$ cat src/rtl/time_of_day_counter.sv
// Time-of-day clock: prescaled 1 s tick, sec/min/hr24 carry chain, validated load,
// minute-resolution alarm and 24h/12h display formatting.
module time_of_day_counter #(
  parameter int unsigned TICK_DIV = 1
) (
  input  logic       clock,
  input  logic       reset,
  input  logic       enable,
  input  logic       mode24,
  input  logic       load,
  input  logic [5:0] load_sec,
  input  logic [5:0] load_min,
  input  logic [4:0] load_hour,
  input  logic       alarm_en,
  input  logic [5:0] alarm_min,
  input  logic [4:0] alarm_hour,
  output logic [5:0] SECOND,
  output logic [5:0] MINUTE,
  output logic [4:0] HOUR,
  output logic       pm,
  output logic       tick,
  output logic       complete,
  output logic       alarm,
  output logic       load_ack,
  output logic       load_err
);

  localparam int unsigned CW = (TICK_DIV > 1) ? $clog2(TICK_DIV) : 1;
  localparam logic [CW-1:0] CNT_LAST = CW'(TICK_DIV - 1);

  logic [CW-1:0] cnt;
  logic [5:0]    sec, min;
  logic [4:0]    hr24;

  logic          cnt_last;
  logic          load_ok;
  logic [5:0]    sec_n, min_n;
  logic [4:0]    hr_n;
  logic          wrap;
  logic          alarm_hit;

  // Whole carry chain resolved combinationally so every field updates on one edge.
  always_comb begin
    cnt_last = (cnt == CNT_LAST);
    load_ok  = (load_sec <= 6'd59) && (load_min <= 6'd59) && (load_hour <= 5'd23);
    sec_n    = sec;
    min_n    = min;
    hr_n     = hr24;
    wrap     = 1'b0;
    if (sec == 6'd59) begin
      sec_n = '0;
      if (min == 6'd59) begin
        min_n = '0;
        if (hr24 == 5'd23) begin
          hr_n = '0;
          wrap = 1'b1;
        end else begin
          hr_n = hr24 + 5'd1;
        end
      end else begin
        min_n = min + 6'd1;
      end
    end else begin
      sec_n = sec + 6'd1;
    end
    // Out-of-range alarm settings can never equal a legal next time.
    alarm_hit = alarm_en && (sec_n == 6'd0) && (min_n == alarm_min) && (hr_n == alarm_hour);
  end

  always_ff @(posedge clock) begin
    if (reset) begin
      cnt      <= '0;
      sec      <= '0;
      min      <= '0;
      hr24     <= '0;
      tick     <= 1'b0;
      complete <= 1'b0;
      alarm    <= 1'b0;
      load_ack <= 1'b0;
      load_err <= 1'b0;
    end else begin
      tick     <= 1'b0;
      complete <= 1'b0;
      alarm    <= 1'b0;
      load_ack <= 1'b0;
      load_err <= 1'b0;
      if (load) begin
        if (load_ok) begin
          sec      <= load_sec;
          min      <= load_min;
          hr24     <= load_hour;
          cnt      <= '0;
          load_ack <= 1'b1;
        end else begin
          load_err <= 1'b1;
        end
      end else if (enable) begin
        if (cnt_last) begin
          cnt      <= '0;
          sec      <= sec_n;
          min      <= min_n;
          hr24     <= hr_n;
          tick     <= 1'b1;
          complete <= wrap;
          alarm    <= alarm_hit;
        end else begin
          cnt <= cnt + CW'(1);
        end
      end
    end
  end

  always_comb begin
    SECOND = sec;
    MINUTE = min;
    pm     = (hr24 >= 5'd12);
    if (mode24)
      HOUR = hr24;
    else if ((hr24 == 5'd0) || (hr24 == 5'd12))
      HOUR = 5'd12;
    else if (hr24 > 5'd12)
      HOUR = hr24 - 5'd12;
    else
      HOUR = hr24;
  end

endmodule

$ cat config.mk
export PLATFORM = sky130hd
export DESIGN_NAME = time_of_day_counter
export DESIGN_NICKNAME = d
export VERILOG_FILES = /design/src/rtl/time_of_day_counter.sv
export SDC_FILE = /design/constraint.sdc
export NUM_CORES = 1
export LEC_CHECK = 0
export ABC_AREA = 1
export CAP_MARGIN = 25
export CORE_UTILIZATION = 38
export CTS_CLUSTER_DIAMETER = 50
export CTS_CLUSTER_SIZE = 40
export DETAILED_ROUTE_END_ITERATION = 10
export GPL_TIMING_DRIVEN = 0
export PLACE_DENSITY_LB_ADDON = 0.3
export SYNTH_ARGS = -nofsm -noshare
export SYNTH_HDL_FRONTEND = slang
export SYNTH_SLANG_ARGS = --single-unit
$ cat constraint.sdc
create_clock -name clock -period 2.3 [get_ports clock]
set_input_delay 0.345 -clock clock [delete_from_list [all_inputs] [get_ports clock]]
set_output_delay 0.345 -clock clock [all_outputs]
set_load 0.02 [all_outputs]
==> qor.yml <==
cpMostUsedCell: "inv_1"
power_w: 0.00126
endpoint_kind: "output port"
powerDensity_mw_per_mm2: 496
syn_nets: 337
cts_tree: "yes"
path_depth: 9
start_kind: "flop"
fmax_mhz: 467
cts_buffers: 3
drc: 2
critPathKind: "reg2out"
violations: "design-rule violations"
setup_viol: 0
whs_ns: 0.526
dpl_cell_area_mm2: 0.00245
clock_path_buffers: 2
dr_total_vias: 2167
ys.warnings.count: 0
path_clk_slew_ns: 0.09
period_needed_ns: 2.14
p_leak_nw: 1.12
cpMaxStageDelayCell: "dfxtp_2"
drive_gt1_frac: 0.0983
r2r-end: "alarm"
finalInstanceArea_mm2: 0.00254
via_per_inst: 5.31
synth_ff_type: "dfxtp_1"
layout.nets: 399
place.port_buffers: 56
timing.final.crit_share: 0.932
synth-seq-area-share: 0.242
rsz0062_at_grt: "no"
hp-class: "reg2reg"
drt_pass1_iterations: 10
ios: 57
crit_buf_inv: 4
layout-area-overhead-vs-synth_pct: 39.3
synthCells: 295
antenna_found_initial: 0
worst_pin_slew_ns: 0.549
synth_common_cells: "nand2_1 (78), nand3_1 (33), inv_1 (32)"
die_w_um: 71.2
crit_path_cell_trace: "inv_1 -> ha_1 -> inv_1 -> nor2_1 -> o21ai_0 -> or2_4 -> nand2_1 -> inv_1 -> dlygate4sd2_1"
grt.overflow.total: 0
wirelength_mm: 5.44
status: "complete, but fails checks"
worstSkewPairLatency_ns: 0.27
die-area_mm2: 0.00507
critPathMaxFanout: 6
r2r_start: "SECOND[0]"
grt_max_degree: 14
crit_family: "buffers and inverters"
required_ns: 1.96
initial_utilization: 0.407
async_reset_ff_frac: 0
grt_pass1_wl_mm: 8.76
tns_ns: 0
synth-edff-count: 0
ys_seq_elements: 22
synth_area_mm2: 0.00182
final_max_slew_viol_count: 0
max-cap-violations: 0
diodes: 0
ys_types: 30
crit_end: "HOUR[0]"
rows: 24
synth_area_leader_cell: "dfxtp_1"
grt_usage: 0.218
r2r_cells: 12
cts_sinks: 22
rrSetupSlack_ns: 0.29
slew-limit-headroom: 0.634
finalHoldViolCount: 0
gp_congestion: 0.831
drtAntennaViolNets: 0
wl_per_cell_um: 13.3
drt-initial-drc-count: 249
core_mm2: 0.00447
avgSynthCellArea_um2: 6.17
dp_hpwl_mm: 4.11
clock_skew_ns: 0.00758
synth.most_common_cell: "nand2_1"
critPathLaunch: "hr24[1]"
cts-root-buf: "clkbuf_8"
synth_top_area_frac: 0.242
ctsHoldBuffers: 0
critPathMaxStageDelay_ns: 0.36
critPathArrivalTime_ns: 1.80
grt_pass1_vias: 1910
synth_area_leaders: "dfxtp_1 (24%), nand2_1 (16%), nand3_1 (9.1%)"
cts_max_level: 1
die_height_um: 71.2
whs_path_depth: 2
peakVddDrop_mv: 0.299
worst reg2reg max path, delay by kind of cell (launching register included):
family	cells	cell delay [ns]
flops	1	0.46
fa+ha+maj	1	0.32
buf+inv	1	0.17
simple gates	10	1.00
how the worst min path moves through the flow:
stage / slack [ns] / endpoint / start
after floorplan: 0.41 / SECOND[5] / reset
after global placement: 0.52 / SECOND[5] / SECOND[5]
after detailed placement: 0.52 / SECOND[5] / SECOND[5]
after CTS: 0.54 / SECOND[5] / SECOND[5]
after global routing: 0.56 / hr24[1] / hr24[1]
final: 0.53 / hr24[1] / hr24[1]
metrics by stage:
stage | std cells | utilization | setup slack [ns]
floorplan | 295 | - | 0.521
global placement | 403 | 0.547 | -0.0941
detailed placement | 403 | 0.547 | -0.121
CTS | 407 | 0.564 | 0.0236
global route | 408 | 0.567 | 0.0253
finish | 408 | 0.567 | 0.156
layout by cell type, fill, tap and decap left out, types with 4 or more instances in the layout:
cell type | netlist | final
nand2_1 | 78 | 78
clkdlybuf4s50_1 | 0 | 50
nand3_1 | 33 | 33
inv_1 | 32 | 31
o21ai_0 | 22 | 22
dfxtp_1 | 22 | 18
nor2_1 | 19 | 18
a21oi_1 | 15 | 15
nand4_1 | 11 | 11
nand3b_1 | 7 | 7
ha_1 | 8 | 7
clkbuf_1 | 6 | 6
o211ai_1 | 5 | 5
a31oi_1 | 5 | 5
inv_2 | 3 | 4
nand2_2 | 4 | 4
nand3_2 | 4 | 4
metal layers:
layer  vias to the layer above  track usage  wire length (um)
li1                       1108            -                 -
met1                       951        0.297              2480
met2                       106        0.349              2480
met3                         2       0.0506               444
met4                         0       0.0533                31
met5                         -            0                 0
power by group:
group / leakage [nW] / total, W / switching [W] / internal, W
combinational: 0.898 / 0.000428 / 0.000235 / 0.000193
sequential: 0.183 / 0.000456 / 0.0000437 / 0.000413
clock: 0.0357 / 0.000374 / 0.000141 / 0.000233
total: 1.12 / 0.00126 / 0.000420 / 0.000838
flip-flops by register name (all words and copies together), names as in the netlist:
signal and flops:
alarm 1, SECOND 6, hr24 5, load_ack 1
load_err 1, complete 1, MINUTE 6, tick 1
cell type report:
type	count	area [um^2]
Clock inverter	1	30.0
Buffer	11	65.1
Multi-Input combinational cell	227	1200
Sequential cell	22	448
Clock buffer	3	41.3
Inverter	35	131
Tap cell	52	65.1
Fill cell	455	1940
Timing Repair Buffer	57	559
cells by family (layout without fill, tap and decap cells):
family | count (synthesis) | count (layout) | share of synthesized area
buf+inv | 46 | 107 | 0.108
fa+ha+maj | 8 | 8 | 0.0550
xor+xnor | 1 | 1 | 0.00481
simple gates | 164 | 164 | 0.421
compound gates | 54 | 54 | 0.170
flops | 22 | 22 | 0.242
repair_timing:
item,CTS,global route
pin swaps,0,1
setup buffers,0,1
resized for setup,12,9
endpoints found under the setup margin,6,4
No activity file was read; power rests on OpenSTA's default activity.
